## src/rtl/alu_seq.sv

```systemverilog
// Sequential ALU with a request/response handshake: single-cycle logic/arith/compare
// ops, and bit-serial shifts that take one cycle per bit of shift amount.
module alu_seq #(
  parameter int DATA_WIDTH = 32
) (
  input  logic                  clk,
  input  logic                  reset_n,
  input  logic                  in_valid,
  output logic                  in_ready,
  input  logic [3:0]            operation,
  input  logic [DATA_WIDTH-1:0] src_a,
  input  logic [DATA_WIDTH-1:0] src_b,
  output logic                  out_valid,
  input  logic                  out_ready,
  output logic [DATA_WIDTH-1:0] alu_result,
  output logic                  br_flag,
  output logic                  busy
);

  localparam int SHAMT_W = $clog2(DATA_WIDTH);
  localparam logic [SHAMT_W-1:0] CNT_ONE = SHAMT_W'(1);

  typedef enum logic [1:0] {IDLE, SHIFT, DONE} state_t;

  state_t                state, state_nxt;
  logic [SHAMT_W-1:0]    cnt;
  logic [DATA_WIDTH-1:0] acc;
  logic [3:0]            op_q;
  logic [SHAMT_W-1:0]    shamt_in;

  assign shamt_in = src_b[SHAMT_W-1:0];

  function automatic logic is_shift(input logic [3:0] op);
    return (op == 4'b0100) || (op == 4'b0101) || (op == 4'b0111);
  endfunction

  // Returns {br_flag, alu_result}; shift codes return A unshifted (the shamt 0 case).
  function automatic logic [DATA_WIDTH:0] alu_eval(input logic [3:0] op,
                                                   input logic [DATA_WIDTH-1:0] a,
                                                   input logic [DATA_WIDTH-1:0] b);
    logic signed [DATA_WIDTH-1:0] a_s;
    logic signed [DATA_WIDTH-1:0] b_s;
    logic [DATA_WIDTH-1:0] diff;
    logic [DATA_WIDTH-1:0] res;
    logic lt;
    logic flag;
    a_s  = a;
    b_s  = b;
    diff = a - b;
    lt   = (a_s < b_s);
    res  = '0;
    flag = 1'b0;
    case (op)
      4'b0000: res = a & b;
      4'b0001: res = a | b;
      4'b0010: res = a + b;
      4'b0110: res = a ^ b;
      4'b0100, 4'b0101, 4'b0111: res = a;
      4'b1100: res = {{(DATA_WIDTH-1){1'b0}}, lt};
      4'b1000: begin res = diff; flag = (a == b); end
      4'b1001: begin res = diff; flag = (a != b); end
      4'b1010: begin res = diff; flag = lt; end
      4'b1011: begin res = diff; flag = ~lt; end
      default: begin res = '0; flag = 1'b0; end
    endcase
    return {flag, res};
  endfunction

  function automatic logic [DATA_WIDTH-1:0] shift_step(input logic [3:0] op,
                                                       input logic [DATA_WIDTH-1:0] v);
    case (op)
      4'b0100: return {v[DATA_WIDTH-2:0], 1'b0};
      4'b0101: return {1'b0, v[DATA_WIDTH-1:1]};
      4'b0111: return {v[DATA_WIDTH-1], v[DATA_WIDTH-1:1]};
      default: return v;
    endcase
  endfunction

  always_ff @(posedge clk or negedge reset_n) begin
    if (!reset_n) state <= IDLE;
    else          state <= state_nxt;
  end

  always_comb begin
    state_nxt = state;
    in_ready  = 1'b0;
    out_valid = 1'b0;
    busy      = 1'b1;
    case (state)
      IDLE: begin
        in_ready = 1'b1;
        busy     = 1'b0;
        if (in_valid)
          state_nxt = (is_shift(operation) && (shamt_in != '0)) ? SHIFT : DONE;
      end
      SHIFT: if (cnt == CNT_ONE) state_nxt = DONE;
      DONE: begin
        out_valid = 1'b1;
        if (out_ready) state_nxt = IDLE;
      end
      default: state_nxt = IDLE;
    endcase
  end

  // Datapath: capture at accept, iterate in SHIFT, hold everything in DONE.
  always_ff @(posedge clk or negedge reset_n) begin
    if (!reset_n) begin
      acc        <= '0;
      cnt        <= '0;
      op_q       <= '0;
      alu_result <= '0;
      br_flag    <= 1'b0;
    end else begin
      case (state)
        IDLE: begin
          if (in_valid) begin
            op_q <= operation;
            if (is_shift(operation) && (shamt_in != '0)) begin
              acc     <= src_a;
              cnt     <= shamt_in;
              br_flag <= 1'b0;
            end else begin
              {br_flag, alu_result} <= alu_eval(operation, src_a, src_b);
            end
          end
        end
        SHIFT: begin
          acc <= shift_step(op_q, acc);
          cnt <= cnt - CNT_ONE;
          if (cnt == CNT_ONE) alu_result <= shift_step(op_q, acc);
        end
        default: ;
      endcase
    end
  end

endmodule
```

## config.mk

```make
export PLATFORM = sky130hd
export DESIGN_NAME = alu_seq
export DESIGN_NICKNAME = d
export VERILOG_FILES = /design/src/rtl/alu_seq.sv
export SDC_FILE = /design/constraint.sdc
export NUM_CORES = 1
export LEC_CHECK = 0
export ABC_AREA = 1
export BUFFER_PORTS_ARGS = -buffer_cell sky130_fd_sc_hd__clkbuf_2
export CAP_MARGIN = 10
export CELL_PAD_IN_SITES_DETAIL_PLACEMENT = 0
export CELL_PAD_IN_SITES_GLOBAL_PLACEMENT = 1
export CORE_MARGIN = 4
export CORE_UTILIZATION = 46
export CTS_BUF_LIST = sky130_fd_sc_hd__clkbuf_4
export CTS_CLUSTER_DIAMETER = 30
export CTS_CLUSTER_SIZE = 30
export DETAILED_ROUTE_END_ITERATION = 10
export GPL_TIMING_DRIVEN = 0
export PLACE_DENSITY = 0.86
export SKIP_LAST_GASP = 1
export SLEW_MARGIN = 20
export SYNTH_ARGS = -nofsm -noshare
export SYNTH_HDL_FRONTEND = slang
export SYNTH_SLANG_ARGS = --single-unit
```

## constraint.sdc

```tcl
create_clock -name clk -period 2.2 [get_ports clk]
set_input_delay 0.44 -clock clk [delete_from_list [all_inputs] [get_ports clk]]
set_output_delay 0.44 -clock clk [all_outputs]
set_load 0.1 [all_outputs]
```

==> metrics.cfg, run 1 <==
[timing]
setup_viol = 1
fmax_mhz = 450
fin_crit_ns = 2.22
relSlewSlack = 0.342
setup_ws_ns = -0.0209
grt_setup_unrepaired = yes
final_hold_viol_count = 0
slew_viol_final = 0
holdWs_ns = 0.152
clock_skew_ns = 0.0197
worstMarginPinSlew_ns = 0.987
fin_crit_sh = 1.01

[critical_path]
cp_max_fo = 10
critical_path_class = input port to register
cp.arrival_ns = 2.58
end_kind = register
crit_buf_inv = 3
crit_family = buffers and inverters
slowest_stage = clkbuf_1
worst_path_largest_cell_delay_ns = 0.77
start_kind = input port
path_cells = clkbuf_2 -> nor2_1 -> nand2_1 -> inv_1 -> clkbuf_1 -> a211oi_1 -> nand3_1 -> nand2_1 -> a21oi_1
required_ns = 2.56
cpMostUsedCell = nand2_1

[final_layout]
nets = 2165
final_common_cell = nand2_1
num-fill-cells = 2494
layout_common_cells = nand2_1, inv_1, nor2_1
syn2layout_area_growth_pct = 18.0
layout-drive-gt1-share = 0.183

[clock_network]
clock-root-buffer = clkbuf_4
tritoncts = yes
numClockSinks = 76
worstSkewPairLatency_ns = 0.45
cts_buffer_depth = 2
cts_made_buffers = 9
htree_levels = 3
clk_pin_slew_worst_paths_ns = 0.13

[floorplanning]
num_rows = 55
io_pins = 108
core_um2 = 22700
start_util = 0.468
die_x_um = 160
die_area_um2 = 25600
chipHeight_um = 160

[logic_synthesis]
yosysWarnings = 0
ys_types = 45
ys_top_cells_by_area = nand2_1, dfrtp_1, inv_1
yosysTopAreaCellShare = 0.186
netlist_instances = 1861
synth_edf_count = 0
ys_seq_area_frac = 0.179
avgSynthCellArea_um2 = 5.71
syn-num-nets = 2036
synth_area_um2 = 10600
ys_ff_latch = 76
async_reset_ff_frac = 1.00
ys.flop_type = dfrtp_1
yosysTopAreaCell = nand2_1

[placed_design]
place.gp.congestion = 0.996
portBuffers = 107
place_ws_ns = -0.709
hpwl_um = 36700

[power_and_ir_drop]
clock_power_share = 0.075
p_switching_mw = 7.23
p_total_mw = 11.6
p_leak_nw = 6.98
combPwrFrac = 0.711
internal_power_mw = 4.37
switching_share = 0.623
p_seq_frac = 0.214
vdd_ir_drop_max_v = 0.00129
power_density_nw_per_um2 = 924

[status]
violations = negative setup slack
status = complete, but fails checks

[global_route]
grt_overflow = 0
grt_usage = 0.340
grt_pass1_wl_um = 67900
grt_max_degree = 51
antenna_found_initial = 1
grt_pass1_vias = 12000

[route]
first_iter_violations = 1253
detail-route-antenna-nets = 0
vias_per_cell = 5.65
drt-pass1-iter-count = 6
via_count = 12900
wl_per_cell_um = 19.8
drc = 0
drt_wl_total_um = 45300

[hold_path]
hp-class = input port to register

[run]
drv_cap = 0

==> power by group through the flow <==
| stage | sequential, mW | combinational, mW | clock (mW) |
|---|---|---|---|
| after floorplan | 4.61 | 3.72 | 0 |
| after global placement | 2.49 | 7.70 | 0 |
| after detailed placement | 2.51 | 7.78 | 0 |
| after CTS | 2.47 | 7.85 | 0.869 |
| after global routing | 2.57 | 8.81 | 0.939 |
| final | 2.48 | 8.24 | 0.868 |
==> metrics by stage <==
step                 util  TNS [ns]  area, um^2  instances
floorplan               -    -21.66       10600       1861
global placement    0.508    -28.65       11500       2253
detailed placement  0.509    -22.18       11600       2254
CTS                 0.521   -0.0235       11800       2271
global route        0.552    -0.301       12500       2281
finish              0.552   -0.0209       12500       2281
==> final cells by class <==
type	instances	area (um^2)	share of cell area
timing repair buffer	120	663	0.0529
antenna	1	2.50	0.000199
tap	285	357	0.0284
clock buffer	10	75.1	0.00598
multi-input combinational	1364	7760	0.618
clock inverter	6	55.1	0.00439
sequential	76	1900	0.152
buffer	67	397	0.0316
inverter	352	1340	0.107
==> synthesized netlist by cell type, drive strengths merged (20+ instances only) <==
cell    instances
nor2          229
a22oi          20
inv           350
nand2         529
o21ai          87
clkbuf         23
dfrtp          76
buf            46
ha            101
nand3         127
a211oi         21
a21oi         106
o22ai          53
nor3           25
==> routing by layer <==
layer  up-vias  global-route usage  wire, um
li1       6174                   -         -
met1      5885               0.449     18600
met2       666               0.526     19600
met3       167              0.0565      3810
met4         0               0.198      3340
met5         -                   0         0
==> registers in the layout, summed over array words and instances (netlist names) <==
name        count
cnt             5
alu_result     32
op_q            4
br_flag         1
acc            32
state           2
==> what timing repair did <==
action,4_1_cts,5_1_grt
hold buffers,1,0
setup buffers,0,11
resized for setup,45,184
pin swaps,4,24
setup endpoints to repair,23,50
hold endpoints to repair,26,0
==> cell families after synthesis <==
family                   Yosys count  share of synthesized area
AO/OA/AOI/OAI                    326                      0.179
XOR/XNOR                           1                   0.000824
AND/OR/NAND/NOR                  934                      0.359
buffers and inverters            421                      0.159
flip-flops                        76                      0.179
adder cells (fa/ha/maj)          103                      0.123
==> path summary, 6_finish.rpt <==
| path | from | to | slack (ns) | depth (start not counted) |
|---|---|---|---|---|
| max | operation[2] | alu_result[13]$_DFFE_PN0P_ | -0.02 | 9 |
| min | out_ready | state[1]$_DFFE_PN0P_ | 0.15 | 2 |
| max reg2reg | op_q[3]$_DFFE_PN0P_ | alu_result[8]$_DFFE_PN0P_ | 0.13 | 10 |
| min reg2reg | alu_result[6]$_DFFE_PN0P_ | alu_result[6]$_DFFE_PN0P_ | 0.50 | 2 |
| max in group asynchronous | reset_n | acc[7]$_DFFE_PN0P_ | 1.12 | 3 |
| min in group asynchronous | reset_n | acc[30]$_DFFE_PN0P_ | 0.49 | 2 |
Note: power is estimated with default switching activity, not from simulation.
==> inputs of run 2 (changes only) <==
CORE_UTILIZATION = 43   (was 46)
PLACE_DENSITY = 0.81   (was 0.86)
clock period = 2.5 ns   (was 2.2 ns; I/O delays follow)
==> run 2 against run 1 <==
Net effect:
- the run now ends clean
- worst setup slack better by 0.083 ns
- hold slack worse by 0.077 ns
- count of clock-buffer cells in the layout stayed put
- global-route usage is 0.70 points lower
- critical path type unchanged
- largest power group unchanged
- highest routed layer unchanged
==> metrics.cfg, run 2 (synthesis results as in run 1) <==
[clock_network]
holdBufCountCts = 0  ; -1
clock-root-buffer = clkbuf_4
worstSkewPairLatency_ns = 0.45  ; about the same
tritoncts = yes
cts_made_buffers = 9  ; unchanged
cts_buffer_depth = 2  ; unchanged
numClockSinks = 76  ; unchanged
htree_levels = 3  ; unchanged
clk_pin_slew_worst_paths_ns = 0.12  ; about the same

[final_layout]
layout_common_cells = nand2_1, inv_1, nor2_1
syn2layout_area_growth_pct = 11.1
final_cell_area_um2 = 11800  ; -5.9%
instances_no_fill = 2309  ; +1.2%
top_regs = acc (32), alu_result (32), cnt (5)
nets = 2155  ; -0.46%
fin_util = 0.485  ; -0.0671
diodes = 0  ; -1
layout-drive-gt1-share = 0.109  ; -0.0736
final_common_cell = nand2_1

[route]
first_iter_violations = 1274  ; +1.7%
drt_wl_total_um = 46000  ; +1.6%
wl_per_cell_um = 19.9  ; +0.36%
via_count = 12500  ; -2.9%
vias_per_cell = 5.42  ; -4.1%
detail-route-antenna-nets = 0  ; unchanged
drt-pass1-iter-count = 5  ; -1
drc = 0  ; unchanged

[power_and_ir_drop]
p_total_mw = 9.97  ; -14%
vdd_ir_drop_max_v = 0.00111  ; -14%
p_leak_nw = 6.75  ; -3.4%
power_density_nw_per_um2 = 845  ; -8.6%

[critical_path]
critical_path_class = input port to register
required_ns = 2.88  ; +0.32 ns
start_kind = input port
end_kind = register
cp.arrival_ns = 2.81  ; +0.23 ns
cp_max_fo = 10  ; unchanged

[timing]
worstMarginPinSlew_ns = 0.947  ; -0.0394 ns
slew_viol_final = 0  ; unchanged
grt_setup_unrepaired = yes
setup_ws_ns = 0.0624  ; +0.0834 ns
clock_skew_ns = 0.0206  ; +0.000888 ns
fmax_mhz = 410
final_hold_viol_count = 0  ; unchanged
fin_crit_sh = 0.975
setup_viol = 0  ; -1
fin_crit_ns = 2.44
relSlewSlack = 0.369  ; +0.0262

[placed_design]
place.gp.congestion = 0.959  ; -3.7%
dp_cells = 2293  ; +1.7%
place_ws_ns = -0.562  ; +0.147 ns
post_dp_cell_area_um2 = 11600  ; +0.36%
portBuffers = 107  ; unchanged
hpwl_um = 37800  ; +2.9%

[hold_path]
hp-class = input port to asynchronous set/reset pin

[global_route]
antenna_found_initial = 1  ; unchanged
grt_pass1_vias = 11700  ; -2.7%
grt_max_degree = 40  ; -22%
grt_overflow = 0  ; unchanged
grt_usage = 0.333  ; -0.00701
grt_pass1_wl_um = 68300  ; +0.57%

[floorplanning]
num_rows = 57  ; +3.6%
start_util = 0.437  ; -0.0310
die_x_um = 165  ; +3.3%
die_area_um2 = 27300  ; +6.6%
io_pins = 108  ; unchanged
chipHeight_um = 165  ; +3.3%
core_um2 = 24300  ; +7.1%

[status]
status = finished clean

[run]
drv_cap = 0  ; unchanged

[run 2: repair_timing]
action,CTS,global route
buffers inserted,0,0
pin swaps,0,1
endpoints found under the setup margin,4,17
endpoints found under the hold margin,0,0
gates resized for setup,2,24
[run 2: final cells by class]
cell class | instances | area, um^2
Buffer | 69 | 372
Clock buffer | 10 | 75.1
Clock inverter | 6 | 55.1
Fill cell | 2756 | 12500
Inverter | 352 | 1330
Multi-Input combinational cell | 1364 | 7110
Sequential cell | 76 | 1900
Tap cell | 324 | 405
Timing Repair Buffer | 108 | 558
[run 2: critical path, stage by stage]
cell,delay (ns)
clkbuf_2,0.13
inv_1,0.15
nand2_1,0.10
nor2_1,0.54
inv_2,0.35
buf_2,0.35
o22ai_1,0.18
a211oi_1,0.10
nand3_1,0.21
nand2_1,0.08
a21oi_2,0.11
[run 2: worst paths after layout]
kind / start / to / slack (ns) / cells after the start
setup reg to reg: op_q[3]$_DFFE_PN0P_ / acc[8]$_DFFE_PN0P_ / 0.22 / 8
min in group clk: out_ready / state[1]$_DFFE_PN0P_ / 0.21 / 2
hold / removal: reset_n / acc[26]$_DFFE_PN0P_ / 0.07 / 1
max in group asynchronous: reset_n / acc[2]$_DFFE_PN0P_ / 1.78 / 2
hold reg to reg: op_q[3]$_DFFE_PN0P_ / op_q[3]$_DFFE_PN0P_ / 0.50 / 2
setup / recovery: operation[3] / alu_result[31]$_DFFE_PN0P_ / 0.06 / 11
[run 2: where the power goes]
part | leakage, nW | switching, mW | internal (mW)
combinational | 5.79 | 5.44 | 1.58
clock | 0.0712 | 0.466 | 0.307
sequential | 0.886 | 0.355 | 1.83
total | 6.75 | 6.26 | 3.71
[run 2: through the flow]
step / hold WS, ns / setup TNS (ns)
after floorplan: 0.204 / -1.75
after CTS: 0.0797 / 0
after global placement: 0.467 / -10.16
final: 0.0748 / 0
after detailed placement: 0.469 / -10.26
after global routing: 0.105 / -0.0530
[run 2: per-layer routing]
layer  GRT usage  share of wire  up-vias
met3      0.0437          0.070       96
met5           0              0        -
met4       0.138          0.049        0
met1       0.441           0.43     5749
li1            -              -     6142
met2       0.548           0.45      529
==> inputs of run 3 (changes only) <==
CORE_ASPECT_RATIO = 1.25   (was default)
==> run 3 against run 2 <==
Net effect:
- worst setup slack better by 0.0040 ns
- register-to-register slack better by 0.03 ns
- first-iteration DRC count is 1.2% higher
- power increased by 0.93%
- maximum frequency grew 0.17%
- via count increased by 0.47%
- critical path type unchanged
- critical endpoint is now alu_result[24]$_DFFE_PN0P_
==> metrics.cfg, run 3 (synthesis results as in run 1) <==
[final_layout]
layout_common_cells = nand2_1, inv_1, nor2_1
layout-drive-gt1-share = 0.121  ; +0.0119
final_common_cell = nand2_1
top_regs = acc (32), alu_result (32), cnt (5)
nets = 2158  ; +0.14%
syn2layout_area_growth_pct = 12.4
final_cell_area_um2 = 11900  ; +1.2%
num-fill-cells = 2728  ; -1.0%

[timing]
relSlewSlack = 0.371  ; +0.00291
worstMarginPinSlew_ns = 0.943  ; -0.00436 ns
slew_viol_final = 0  ; unchanged
holdWs_ns = 0.218  ; +0.143 ns
clock_skew_ns = 0.0164  ; -0.00419 ns
final_hold_viol_count = 0  ; unchanged
setup_viol = 0  ; unchanged
fmax_mhz = 411  ; +0.17%
grt_setup_unrepaired = yes
fin_crit_sh = 0.973  ; -0.00161
fin_crit_ns = 2.43  ; -0.00402 ns

[power_and_ir_drop]
power_density_nw_per_um2 = 843  ; -0.28%
internal_power_mw = 3.83  ; +3.1%
vdd_ir_drop_max_v = 0.000544  ; -51%
p_total_mw = 10.1  ; +0.93%
p_switching_mw = 6.24  ; -0.33%
clock_power_share = 0.085  ; +0.008
switching_share = 0.620  ; -0.00790
p_leak_nw = 6.79  ; +0.63%
combPwrFrac = 0.697  ; -0.007
p_seq_frac = 0.218  ; about the same

[route]
route.met2.wl_um = 22000  ; +6.1%
route.met3.wl_um = 3180  ; -1.7%
wl_per_cell_um = 20.0  ; +0.62%
drt-pass1-iter-count = 6  ; +1
vias_per_cell = 5.42  ; about the same
via_count = 12600  ; +0.47%
drt_wl_total_um = 46500  ; +1.1%
drc = 0  ; unchanged
first_iter_violations = 1289  ; +1.2%
detail-route-antenna-nets = 0  ; unchanged
wl_met1_um = 19900  ; +0.75%
top_layer_used = met4

[floorplanning]
die_x_um = 149  ; -10%
io_pins = 108  ; unchanged
die_area_um2 = 27300  ; about the same
core_um2 = 24400  ; +0.43%
chipHeight_um = 184  ; +11%
start_util = 0.435  ; -0.00186
num_rows = 64  ; +12%

[critical_path]
slowest_stage = clkbuf_1
setup.worst_path.end = alu_result[24]$_DFFE_PN0P_
path_cells = clkbuf_2 -> inv_2 -> nand2_1 -> nand3_1 -> clkbuf_1 -> o22ai_1 -> a211oi_1 -> nand3_1 -> nand2_1 -> a21oi_1
cp.arrival_ns = 2.77  ; -0.04 ns
r2r_start = op_q[2]$_DFFE_PN0P_
reg2reg_slack_ns = 0.25  ; +0.03 ns
r2r_cells = 9  ; +1
reg2reg_to = alu_result[9]$_DFFE_PN0P_
end_kind = register
required_ns = 2.83  ; -0.05 ns
start_kind = input port
critical_path_class = input port to register
worst_path_largest_cell_delay_ns = 0.69  ; +0.15 ns
cp_max_fo = 10  ; unchanged
setup.worst_path.start = operation[0]

[global_route]
antenna_found_initial = 1  ; unchanged
grt_usage = 0.331  ; -0.00236
grt_overflow = 0  ; unchanged
grt_max_degree = 52  ; +30%
grt_pass1_wl_um = 68800  ; +0.76%
grt_pass1_vias = 11700  ; +0.63%

[placed_design]
hpwl_um = 38600  ; +2.0%
post_dp_cell_area_um2 = 11600  ; +0.13%
place.gp.congestion = 0.984  ; +2.6%
portBuffers = 107  ; unchanged

[clock_network]
cts_made_buffers = 9  ; unchanged
tritoncts = yes
htree_levels = 3  ; unchanged
clock-root-buffer = clkbuf_4
numClockSinks = 76  ; unchanged
clk_pin_slew_worst_paths_ns = 0.12  ; about the same
cts_buffer_depth = 2  ; unchanged
worstSkewPairLatency_ns = 0.45  ; about the same

[hold_path]
hp-class = input port to register
hold_start = out_ready

[status]
status = finished clean

[run]
drv_cap = 0  ; unchanged

run 3: changes by cell type in the layout (fill, tap and decap cells not counted), sizes merged:
cell         previous run  this run
dlygate4sd3             0         1
diode                   0         1
clkbuf                143       139
bufinv                  1         2
inv                   350       349
clkinv                  6         5
clkinvlp                1         2
buf                    44        50
run 3: per-layer routing:
layer / GRT usage / vias up
met4: 0.109 / 0
met1: 0.443 / 5825
met3: 0.0296 / 72
met2: 0.562 / 522
li1: - / 6156
met5: 0 / -
run 3: power by group through the flow:
stage / clock network [mW] / logic (mW) / registers (mW)
finish: 0.853 / 7.02 / 2.19
global placement: 0 / 6.84 / 2.20
detailed placement: 0 / 6.88 / 2.22
global route: 0.907 / 7.51 / 2.25
floorplan: 0 / 3.27 / 4.06
CTS: 0.860 / 6.91 / 2.19
run 3: metrics by stage:
step           instances  utilization  TNS [ns]  setup slack (ns)
5_1_grt             2319        0.489    -0.116           -0.0421
3_3_place_gp        2298        0.474    -10.46            -0.523
2_1_floorplan       1861            -     -1.75           -0.0679
6_report            2319        0.489         0            0.0664
3_5_place_dp        2299        0.475    -10.73            -0.518
4_1_cts             2316        0.483         0            0.0282
run 3: how the worst min path moves through the flow:
stage	to	slack [ns]	cells after the start
global placement	alu_result[17]$_DFFE_PN0P_	0.46	2
global route	state[1]$_DFFE_PN0P_	0.20	2
CTS	state[1]$_DFFE_PN0P_	0.20	2
detailed placement	acc[25]$_DFFE_PN0P_	0.47	1
floorplan	acc[0]$_DFFE_PN0P_	0.20	0
finish	state[1]$_DFFE_PN0P_	0.22	2
run 3: final cells by class:
cell class	count	area (um^2)	area share
Inverter	352	1330	0.111
Antenna cell	1	2.50	0.000209
Timing Repair Buffer	111	591	0.0494
Buffer	69	367	0.0307
Clock inverter	6	78.8	0.00660
Clock buffer	10	75.1	0.00628
Tap cell	330	413	0.0346
Sequential cell	76	1900	0.159
Multi-Input combinational cell	1364	7190	0.602
run 3: worst max-delay path: cells and delay by family:
kind / cells / cell delay (ns)
buffers and inverters: 3 / 0.93
AOI/OAI and AO/OA: 3 / 0.65
and+or+nand+nor: 4 / 0.67
run 3: repair_timing:
| action | CTS | global route |
|---|---|---|
| hold buffers | 1 | 0 |
| setup buffers | 0 | 2 |
| endpoints found under the setup margin | 6 | 22 |
| resized for setup | 3 | 45 |
| pin swaps | 0 | 4 |
| hold endpoints to repair | 12 | 0 |
